### src/rtl/imem_fetch.sv
// Instruction memory fetch unit.
// A DEPTH x WIDTH program store is written through a load port and read through
// a one-entry registered response stage. Fetches to PCs beyond the store return
// a fault with a zero instruction word. A saturating counter tracks accepted fetches.
//
// Handshake: a transfer happens on a rising edge where valid and ready are both
// high. The ready signal never depends on valid. A valid response holds its
// payload stable until it is taken.
module imem_fetch #(
  parameter int WIDTH = 32,
  parameter int DEPTH = 16,
  localparam int AW = $clog2(DEPTH)
) (
  input  logic             clk,
  input  logic             rst_n,
  input  logic             req_valid,
  output logic             req_ready,
  input  logic [31:0]      req_pc,
  output logic             rsp_valid,
  input  logic             rsp_ready,
  output logic [WIDTH-1:0] rsp_inst,
  output logic             rsp_fault,
  input  logic             ld_en,
  input  logic [AW-1:0]    ld_addr,
  input  logic [WIDTH-1:0] ld_data,
  output logic [15:0]      fetch_cnt
);

  logic [WIDTH-1:0] mem [DEPTH];
  logic             accept;
  logic             in_range;

  // A load cycle blocks fetches, so the store never sees a read and a write
  // in the same cycle. Reset also holds the request side closed.
  assign req_ready = rst_n && !ld_en && (!rsp_valid || rsp_ready);
  assign accept    = req_valid && req_ready;

  // Any set bit above the index field means the PC lies outside the store.
  // Those PCs are reported as faults rather than aliased onto a lower word.
  assign in_range  = (req_pc[31:AW] == '0);

  // Program store write port. It has no reset, so contents survive a reset.
  // Loads are ignored while reset is asserted.
  always_ff @(posedge clk) begin
    if (rst_n && ld_en) begin
      mem[ld_addr] <= ld_data;
    end
  end

  // One-entry response register. It loads on accept, holds while stalled,
  // and empties when the response is taken and no new fetch replaces it.
  always_ff @(posedge clk or negedge rst_n) begin
    if (!rst_n) begin
      rsp_valid <= 1'b0;
      rsp_fault <= 1'b0;
      rsp_inst  <= '0;
    end else if (accept) begin
      rsp_valid <= 1'b1;
      rsp_fault <= !in_range;
      rsp_inst  <= in_range ? mem[req_pc[AW-1:0]] : '0;
    end else if (rsp_ready) begin
      rsp_valid <= 1'b0;
    end
  end

  // Accepted-fetch counter. It counts faulting fetches too and stops at all-ones.
  always_ff @(posedge clk or negedge rst_n) begin
    if (!rst_n) begin
      fetch_cnt <= '0;
    end else if (accept && (fetch_cnt != 16'hFFFF)) begin
      fetch_cnt <= fetch_cnt + 16'd1;
    end
  end

endmodule
### config.mk
export PLATFORM = sky130hd
export DESIGN_NAME = imem_fetch
export DESIGN_NICKNAME = d
export VERILOG_FILES = /design/src/rtl/imem_fetch.sv
export SDC_FILE = /design/constraint.sdc
export NUM_CORES = 1
export LEC_CHECK = 0
export CORE_ASPECT_RATIO = 0.8
export CORE_MARGIN = 1
export CORE_UTILIZATION = 40
export CTS_BUF_LIST = sky130_fd_sc_hd__clkbuf_4 sky130_fd_sc_hd__clkbuf_8
export CTS_CLUSTER_SIZE = 20
export DETAILED_ROUTE_END_ITERATION = 8
export PLACE_DENSITY = 0.62
export SYNTH_ARGS = -nofsm -noshare
export SYNTH_HDL_FRONTEND = slang
export SYNTH_SLANG_ARGS = --single-unit
### constraint.sdc
create_clock -name clk -period 2.2 [get_ports clk]
set_clock_uncertainty 0.05 [all_clocks]
set_input_delay 0.66 -clock clk [delete_from_list [all_inputs] [get_ports clk]]
set_output_delay 0.66 -clock clk [all_outputs]
set_load 0.02 [all_outputs]
### After elaboration in Yosys (flattened, before gate mapping)

Memory sizes are Yosys's and may differ from the RTL's.
Index checks and enable logic that the tools add are counted.
Widths: inputs -> output; s select.

| word-level totals | value |
|---|---|
| bits in registers | 50 |
| bits in latches | 0 |
| bits in writable memories | 512 |
| bits in read-only memories | 0 |
| bits of input ports | 73 |
| output and inout port bits | 51 |
| logic and storage cells | 23 |
| memories kept | 1 |

| operators by class | value |
|---|---|
| add/subtract/negate cells | 1 |
| multiply operators | 0 |
| divide/modulo/power cells | 0 |
| order comparisons | 0 |
| equal/unequal tests | 1 |
| shifts and indexed selects | 0 |
| multiplexer cells | 5 |
| bitwise logic cells | 0 |
| reduce and logical (&&, ||, !) cells | 11 |

Memories:

| memory | words | bits a word | rd ports | clocked after Yosys merged registers in | wr ports | line | text |
|---|---|---|---|---|---|---|---|
| mem | 16 | 32 | 1 | 0 | 1 | 29 | `logic [WIDTH-1:0] mem [DEPTH];` |

Operators with widths:

| kind | count |
|---|---|
| $mux 32 | 1 |
| $logic_not 28->1 | 1 |
| $add 16x1->16 const B | 1 |
| $ne 16x16->1 const B | 1 |
| $logic_and 1x1->1 | 5 |
| $mux 1 | 4 |
| $logic_not 1->1 | 3 |
| $reduce_bool 2->1 | 1 |
| $logic_or 1x1->1 | 1 |

### Logic depth before layout (Yosys ltp)

Gate-level depths: netlist (run 1).

| depth | value |
|---|---|
| word-level depth | 5 |
| gate-level depth with buffers | 8 |
| mapped depth without buffers | 6 |

### Least setup slack after synthesis (run 1)

Ideal clock, no wire load.

| path | value |
|---|---|
| kind | input to register |
| start | in ld_addr[2] |
| end | mem mem[0][0] (enable) |
| library setup time | 0.461 ns |
| arrival time | 3.299 ns |
| required time | 1.689 ns |
| setup slack | -1.610 ns |
| stages | 2 |
| buffers on the path | 0 |
| cells stage by stage | or3_1 nor3_1 |

RTL lines:

| element | line | text |
|---|---|---|
| start, declared | 24 | `input logic [AW-1:0] ld_addr,` |
| end, declared | 29 |  |

Straight into the memory's write port.

### Worst setup path in the final report (run 1)

| path | value |
|---|---|
| start | reg rsp_inst[23] |
| end | out rsp_inst[23] |

RTL lines:

| element | line | text |
|---|---|---|
| start, declared | 21 | `output logic [WIDTH-1:0] rsp_inst,` |
| start signal, assigned | 60 | `rsp_inst <= in_range ? mem[req_pc[AW-1:0]] : '0;` |

No word-level cell between the ends.

==> results.py, run 1 <==
metrics = {
    "global_routing": {
        "antenna_found_initial": 3,
        "grt_max_degree": 44,
        "gr-total-overflow": 0,
        "grt_pass1_vias": 13200,
        "grt_pass1_wl_um": 81900,
        "track_usage_pct": 19.6,
    },
    "drt": {
        "wl_um": 54100,
        "drt-pass1-iter-count": 5,
        "drt_iter0_markers": 867,
        "ant_nets": 0,
        "drc_errors": 0,
        "vias_per_cell": 5.25,
        "wl_per_cell_um": 22.4,
        "num_vias": 12700,
    },
    "worst_setup_path": {
        "reg2reg_slack_ps": 180,
        "cpLargestDelayFamily": "flip-flops",
        "crit_path_max_fanout": 3,
        "worst_path_max_delay_cell": "dfrtp_1",
        "cp-end-kind": "output port",
        "crit_required_ps": 1490,
        "path_cells": "clkdlybuf4s15_2",
        "critical_path_cell_count": 1,
        "crit_path_end": "rsp_inst[23]",
        "arrival_ps": 1470,
        "ff2ff_path_depth": 5,
        "worst-setup-path-type": "reg -> out",
        "critPathLaunchType": "flip-flop",
        "startpoint": "rsp_inst[23]",
        "r2r-end": "rsp_inst[25]",
        "r2r_start": "rsp_valid",
        "slowest_delay_ps": 490,
        "path_buf_inv": 1,
    },
    "die": {
        "rows": 76,
        "ios": 124,
        "start_util_pct": 41.0,
        "die_h_um": 213,
        "coreArea_sq_mm": 0.0544,
        "die_area_sq_mm": 0.0567,
        "chipWidth_um": 266,
    },
    "sta": {
        "slew_viol_final": 0,
        "hold_violations": 0,
        "fin_crit_ps": 2180,
        "fmax_mhz": 460,
        "fin_ws_ps": 24.5,
        "setup_viol": 0,
        "fin_crit_sh_pct": 98.9,
        "max_slew.worst_pin.slew_ps": 632,
        "whs_ps": 70.3,
        "max_slew_margin_pct": 57.8,
        "rsz0062_at_grt": "true",
    },
    "place": {
        "gp_congestion": 0.787,
        "dp_hpwl_um": 32700,
        "place_ws_ps": -674,
        "dp.cells": 2246,
        "io_buffers": 123,
    },
    "hold_path": {
        "hp-class": "in -> async",
    },
    "clock_tree": {
        "cts_tree": "yes",
        "clk_path_buf_depth": 3,
        "clk_pin_slew_ps": 60,
        "ctsRootBufferMaster": "clkbuf_8",
        "htree_levels": 3,
        "worstSkewPairLatency_ps": 660,
        "numCtsBuffers": 89,
        "cts.sinks": 562,
        "cts_hold_buffers": 0,
    },
    "synthesis": {
        "ys_warn_count": 0,
        "synth_seq_area_share_pct": 74.6,
        "yosys.cell_count.top_type": "edfxtp_1",
        "synth_top_area_share_pct": 69.0,
        "synth_top_flop_cell": "edfxtp_1",
        "ys_ff_latch": 562,
        "synthesis.nets": 1410,
        "synth_compound_area_share_pct": 6.72,
        "synthAdderAreaFrac_pct": 0.0561,
        "synth_top_family_by_area": "multiplexers",
        "synthTopCellsByArea": "edfxtp_1, mux2i_1, dfrtp_1, mux2_2, a221oi_2",
        "synthCells": 1336,
        "ys_async_sr_fraction_pct": 8.90,
        "synth_area_per_cell_sq_um": 16.7,
        "synth_enable_flop_cells": 512,
        "netlist_top_cells_count": "edfxtp_1, mux2i_1, nor2_1",
        "synth.largest_area_cell": "edfxtp_1",
        "muxShareOfSynthArea_pct": 11.9,
        "syn_area_sq_mm": 0.0223,
        "ys_types": 35,
        "synth-xor-area-share_pct": 0.550,
        "synth_simple_gate_area_share_pct": 4.34,
    },
    "pwr": {
        "max-vdd-ir-drop_uv": 346,
        "power_density_mw_per_mm2": 809,
        "p_leak_uw": 0.00984,
    },
    "layout": {
        "fin_nets": 1672,
        "fin_cells": 2413,
        "num-fill-cells": 4532,
        "drive_gt1_share_pct": 25.1,
        "regArea_sq_mm": 0.0166,
        "n_antenna_cell": 0,
        "syn_to_final_growth_pct": 23.6,
        "multiInputGateArea_sq_mm": 0.00543,
    },
    "status": {
        "status": "complete, no violations",
    },
    "run": {
        "drv_cap": 0,
    },
}
==> layer usage <==
layer / global-route usage, % / wire (um) / share of wire [%] / vias to the layer above
li1: - / - / - / 5803
met4: 5.41 / 888 / 1.6 / 4
met1: 28.1 / 25600 / 47 / 6434
met3: 4.44 / 3180 / 5.9 / 80
met2: 29.8 / 24400 / 45 / 357
met5: 0 / 25 / 0.046 / -
==> sequential cells by signal, indices dropped and copies added (netlist names) <==
signal	count
rsp_fault	1
rsp_valid	1
fetch_cnt	16
mem	512
rsp_inst	32
==> power by group <==
part	internal [uW]	switching, uW
clock	4990	3930
sequential	11800	73.5
combinational	624	847
==> through the flow <==
stage / power, uW / util (%) / TNS, ps / cell area [sq um]
finish: 22300 / 50.6 / 0 / 27500
floorplan: 12800 / - / -105210 / 22400
global placement: 13600 / 47.4 / -160350 / 25800
detailed placement: 13600 / 47.4 / -166300 / 25800
global route: 23100 / 50.6 / -10.1 / 27500
CTS: 22500 / 50.7 / -129 / 27600
==> how the worst min path moves through the flow <==
stage / start / to / slack [ps] / cells past startpoint
global route: rst_n / rsp_inst[17] / 40 / 3
detailed placement: fetch_cnt[15] / fetch_cnt[15] / 440 / 1
global placement: fetch_cnt[8] / fetch_cnt[8] / 450 / 1
CTS: rst_n / rsp_inst[17] / 30 / 3
floorplan: rst_n / fetch_cnt[0] / 310 / 0
finish: rst_n / rsp_inst[17] / 70 / 3
==> cell type report <==
type / instances / area share [%]
clock buffers: 145 / 6.31
multi-input cells: 698 / 19.7
clock inverters: 20 / 0.336
well taps: 741 / 3.37
repair buffers: 245 / 9.89
inverters: 2 / 0.0273
flip-flops and latches: 562 / 60.4
==> layout by cell type, fill, tap and decap left out, drive strengths merged, types with 36 or more instances in the layout <==
master / count
mux2: 62
a21oi: 84
clkdlybuf4s50: 67
buf: 126
mux2i: 196
o22ai: 64
clkbuf: 156
edfxtp: 512
nor2: 85
dfrtp: 50
nand2: 44
a221oi: 36
==> what timing repair did <==
action | 4_1_cts | 5_1_grt
setup endpoints to repair | 51 | 19
buffers inserted | 0 | 2
pin swaps | 0 | 1
resized for setup | 84 | 21
==> cell families (layout without fill, tap and decap cells) <==
kind of cell	count (synthesis)	count (layout)
flops	562	562
mux	258	258
compound gates	219	219
simple gates	206	206
buf+inv	76	412
xor+xnor	14	14
fa+ha+maj	1	1
Power figures use the tool's default switching activity.
==> run 2: changes to the inputs <==
Settings changed: CAP_MARGIN set to 10, REMOVE_ABC_BUFFERS set to 1.
==> run 2 against run 1 <==
Power increased by 0.12%. Register-to-register slack hardly changed. Critical endpoint is now req_ready. Die area is the same.
==> results.py, run 2 (same netlist as run 1, synthesis figures left out) <==
metrics = {
    "global_routing": {
        "grt_pass1_wl_um": 80800,
        "grt_pass1_vias": 12900,
        "gr-total-overflow": 0,
        "antenna_found_initial": 3,
        "track_usage_pct": 19.3,
        "grt_max_degree": 41,
    },
    "place": {
        "io_buffers": 123,
        "dp.cells": 2254,
        "gp_congestion": 0.770,
        "dp_hpwl_um": 32000,
    },
    "die": {
        "die_h_um": 213,
        "ios": 124,
        "start_util_pct": 41.0,
        "coreArea_sq_mm": 0.0544,
        "rows": 76,
        "chipWidth_um": 266,
        "die_area_sq_mm": 0.0567,
    },
    "layout": {
        "largest_registers": "mem x512, rsp_inst x32, fetch_cnt x16",
        "largest_reg_flops": 512,
        "final_cell_mix": "edfxtp_1, mux2i_1, clkbuf_8, a21oi_1, buf_4",
        "fin_cells": 2417,
        "drive_gt1_share_pct": 25.7,
        "fin_nets": 1680,
        "syn_to_final_growth_pct": 23.6,
        "post-route-util_pct": 50.7,
        "largest_register": "mem",
        "final_common_cell": "edfxtp_1",
    },
    "sta": {
        "hold_violations": 0,
        "max_slew_margin_pct": 56.4,
        "fin_crit_sh_pct": 99.3,
        "rsz0062_at_grt": "true",
        "fmax_mhz": 458,
        "max_slew.worst_pin.slew_ps": 652,
        "setup_viol": 0,
        "whs_ps": 232,
        "fin_crit_ps": 2180,
        "slew_viol_final": 0,
    },
    "status": {
        "status": "complete, no violations",
    },
    "clock_tree": {
        "cts.sinks": 562,
        "ctsRootBufferMaster": "clkbuf_8",
        "htree_levels": 3,
        "cts_tree": "yes",
        "clk_path_buf_depth": 3,
        "worstSkewPairLatency_ps": 670,
        "numCtsBuffers": 87,
        "clk_pin_slew_ps": 60,
    },
    "drt": {
        "vias_per_cell": 5.28,
        "wl_um": 53800,
        "drc_errors": 0,
        "drt-pass1-iter-count": 5,
        "wl_per_cell_um": 22.3,
        "ant_nets": 0,
        "drt_iter0_markers": 1062,
        "num_vias": 12800,
    },
    "pwr": {
        "p_leak_uw": 0.00980,
        "p_clk_share_pct": 40.2,
        "max-vdd-ir-drop_uv": 358,
        "pwr-share-seq_pct": 53.3,
        "power_density_mw_per_mm2": 809,
        "switching_share_pct": 22.0,
        "comb_power_share_pct": 6.5,
        "power.internal_uw": 17400,
        "power.switching_uw": 4910,
    },
    "worst_setup_path": {
        "crit_path_max_fanout": 3,
        "cp-end-kind": "output port",
        "worst_path_max_delay_cell": "clkdlybuf4s50_1",
        "slowest_delay_ps": 490,
        "path_buf_inv": 2,
        "worst-setup-path-type": "in -> out",
        "reg2reg_slack_ps": 180,
        "crit_required_ps": 1490,
        "critPathLaunchType": "primary input",
        "r2r_start": "rsp_valid",
        "path_cells": "clkdlybuf4s50_1 > and3b_1 > buf_6",
        "r2r-end": "rsp_inst[7]",
        "arrival_ps": 1470,
        "ff2ff_path_depth": 9,
        "cpLargestDelayFamily": "buffers and inverters",
    },
    "hold_path": {
        "hp-class": "in -> async",
    },
    "run": {
        "drv_cap": 0,
    },
}
## run 2: area by class of cell
class                   count  area (sq um)
clock inverters            18           151
multi-input cells         698          5420
flip-flops and latches    562         16600
diodes                      1          2.50
inverters                   2          7.51
repair buffers            255          2750
fillers                  4527         26800
clock buffers             140          1660
well taps                 741           927
## run 2: repair_timing
item | 4_1_cts | 5_1_grt
cloned | 0 | 0
hold buffers | 2 | 0
pin swaps | 0 | 0
endpoints found under the setup margin | 85 | 55
endpoints found under the hold margin | 9 | 0
buffers inserted | 1 | 1
gates resized for setup | 92 | 29
## run 2: power groups by stage
stage          Clock [uW]  Sequential (uW)  Combinational [uW]
5_1_grt              9630            11900                1580
2_1_floorplan           0            12200                 541
3_5_place_dp            0            12100                1480
3_3_place_gp            0            12100                1460
6_report             8960            11900                1450
4_1_cts              9200            11900                1460
## run 2: worst max path at each step
stage | start | slack, ps | depth (start not counted) | end
finish | ld_en | 20 | 3 | req_ready
detailed placement | rsp_ready | -880 | 6 | rsp_inst[26]
global placement | rsp_ready | -810 | 6 | rsp_inst[29]
CTS | rsp_ready | -80 | 4 | req_ready
global route | rsp_valid | -40 | 3 | req_ready
floorplan | rsp_ready | -1950 | 4 | rsp_inst[25]
## run 2: per-layer routing
metal	vias up	track usage [%]	wire (um)
li1	5816	-	-
met1	6482	28.5	25400
met2	387	29.1	24100
met3	82	4.13	3480
met4	0	4.84	838
met5	-	0	0
## run 2: stage by stage
step / power (uW) / setup slack, ps / setup TNS, ps / instance area, sq um
finish: 22300 / 15.8 / 0 / 27600
global route: 23100 / -35.3 / -35.3 / 27600
CTS: 22500 / -75.8 / -75.8 / 27500
detailed placement: 13600 / -880 / -180440 / 25700
global placement: 13600 / -810 / -151470 / 25700
floorplan: 12700 / -1950 / -487550 / 21900
## run 2: worst reg2reg max path, stage by stage, from the launching register on
cell and delay [ps]:
dfrtp_1 390, nand2b_4 60, buf_4 120, nand4b_1 130, buf_12 150, buf_4 340, buf_12 220, nand2_1 90
and3_1 170, a221oi_2 180
==> run 3: changes to the inputs <==
Settings changed: CORE_ASPECT_RATIO 0.8 to not set, CTS_CLUSTER_SIZE 20 to 16.
==> run 3 against run 2 <==
Combinational power is essentially flat. Critical path depth is 2 lower. Count of clock-buffer cells in the layout is 2 higher. Worst hold slack worse by 3.6 ps. Routed wire length decreased by 0.85%. Clock power down 2%. Setup slack better by 37 ps. Core utilization fell by 0.32 points. Via count hardly changed. Global-route usage down 0.50 points. Power fell by 0.81%. Register-to-register slack about the same.
==> results.py, run 3 (same netlist as run 1, synthesis figures left out) <==
metrics = {
    "status": {
        "status": "complete, no violations",
    },
    "worst_setup_path": {
        "path_buf_inv": 1,
        "cp-end-kind": "output port",
        "startpoint": "rsp_inst[24]",
        "path_cells": "clkdlybuf4s15_2",
        "r2r_start": "fetch_cnt[0]",
        "worst_path_max_delay_cell": "dfrtp_1",
        "crit_required_ps": 1490,
        "critPathLaunchType": "flip-flop",
        "worst-setup-path-type": "reg -> out",
        "slowest_delay_ps": 470,
        "cpLargestDelayFamily": "flip-flops",
        "arrival_ps": 1440,
        "crit_path_max_fanout": 3,
    },
    "sta": {
        "fmax_mhz": 466,
        "whs_ps": 228,
        "slew_viol_final": 0,
        "fin_crit_ps": 2150,
        "fin_ws_ps": 53.2,
        "fin_crit_sh_pct": 97.6,
        "max_slew.worst_pin.slew_ps": 917,
        "hold_violations": 0,
        "max_slew_margin_pct": 38.9,
        "setup_viol": 0,
    },
    "pwr": {
        "power_density_mw_per_mm2": 798,
        "p_leak_uw": 0.00992,
        "max-vdd-ir-drop_uv": 414,
    },
    "clock_tree": {
        "cts.sinks": 562,
        "clk_pin_slew_ps": 60,
        "numCtsBuffers": 89,
        "ctsRootBufferMaster": "clkbuf_8",
        "htree_levels": 3,
        "cts_hold_buffers": 0,
        "cts_tree": "yes",
        "worstSkewPairLatency_ps": 660,
        "clk_path_buf_depth": 3,
    },
    "drt": {
        "vias_per_cell": 5.25,
        "drc_errors": 0,
        "wl_per_cell_um": 21.9,
        "ant_nets": 0,
        "wl_um": 53400,
        "num_vias": 12800,
        "drt_iter0_markers": 857,
        "drt-pass1-iter-count": 5,
    },
    "die": {
        "ios": 124,
        "rows": 86,
        "chipWidth_um": 238,
        "start_util_pct": 40.5,
        "coreArea_sq_mm": 0.0551,
        "die_h_um": 238,
        "die_area_sq_mm": 0.0567,
    },
    "place": {
        "place_ws_ps": -889,
        "place_area_sq_mm": 0.0259,
        "dp.cells": 2265,
        "dp_hpwl_um": 32300,
        "gp_congestion": 0.760,
        "io_buffers": 123,
    },
    "layout": {
        "largest_registers": "mem x512, rsp_inst x32, fetch_cnt x16",
        "fin_nets": 1684,
        "post-route-util_pct": 50.3,
        "final_cell_mix": "edfxtp_1, mux2i_1, clkbuf_8, a21oi_1, buf_4",
        "drive_gt1_share_pct": 24.8,
        "largest_register": "mem",
        "syn_to_final_growth_pct": 24.4,
        "fin_cells": 2433,
        "design_area_sq_mm": 0.0277,
        "final_common_cell": "edfxtp_1",
        "largest_reg_flops": 512,
    },
    "hold_path": {
        "hp-class": "in -> async",
    },
    "global_routing": {
        "track_usage_pct": 18.8,
        "antenna_found_initial": 5,
        "grt_max_degree": 51,
        "grt_pass1_vias": 13100,
        "grt_pass1_wl_um": 79500,
        "gr-total-overflow": 0,
    },
    "run": {
        "drv_cap": 0,
    },
}
-- run 3: per-stage QoR --
step | setup TNS, ps | power (uW)
2_1_floorplan | -487550 | 12700
3_3_place_gp | -179110 | 13600
3_5_place_dp | -188210 | 13600
4_1_cts | -76.5 | 22300
5_1_grt | -8.22 | 22900
6_report | 0 | 22100
-- run 3: worst paths after layout --
check	end	slack [ps]	depth (start not counted)
max	rsp_inst[24]	50	1
min	rsp_valid	230	2
max reg2reg	fetch_cnt[9]	190	8
min reg2reg	fetch_cnt[15]	450	1
max in group asynchronous	fetch_cnt[11]	1240	2
min in group clk	rsp_valid	260	3
-- run 3: layer usage --
metal	track usage, %	vias to the layer above	wire length (um)
li1	-	5841	-
met1	25.0	6446	23000
met2	30.5	408	25400
met3	4.62	74	3990
met4	6.00	6	918
met5	0	-	40
-- run 3: layout make-up --
type | instances | area [sq um]
Timing Repair Buffer | 257 | 2950
Clock inverter | 22 | 116
Tap cell | 748 | 936
Inverter | 2 | 7.51
Fill cell | 4617 | 27400
Antenna cell | 2 | 5.00
Clock buffer | 142 | 1670
Sequential cell | 562 | 16600
Multi-Input combinational cell | 698 | 5430
-- run 3: report_power, final --
group          total, uW  internal [uW]  switching (uW)
clock network       8760           4810            3950
logic               1470            642             824
registers          11900          11800            76.9
total              22100          17300            4850
-- run 3: timing repair --
item,in CTS,in global routing
resized for setup,73,14
endpoints found under the setup margin,85,34
pin swaps,0,1
gates cloned,0,1
buffers inserted,1,0
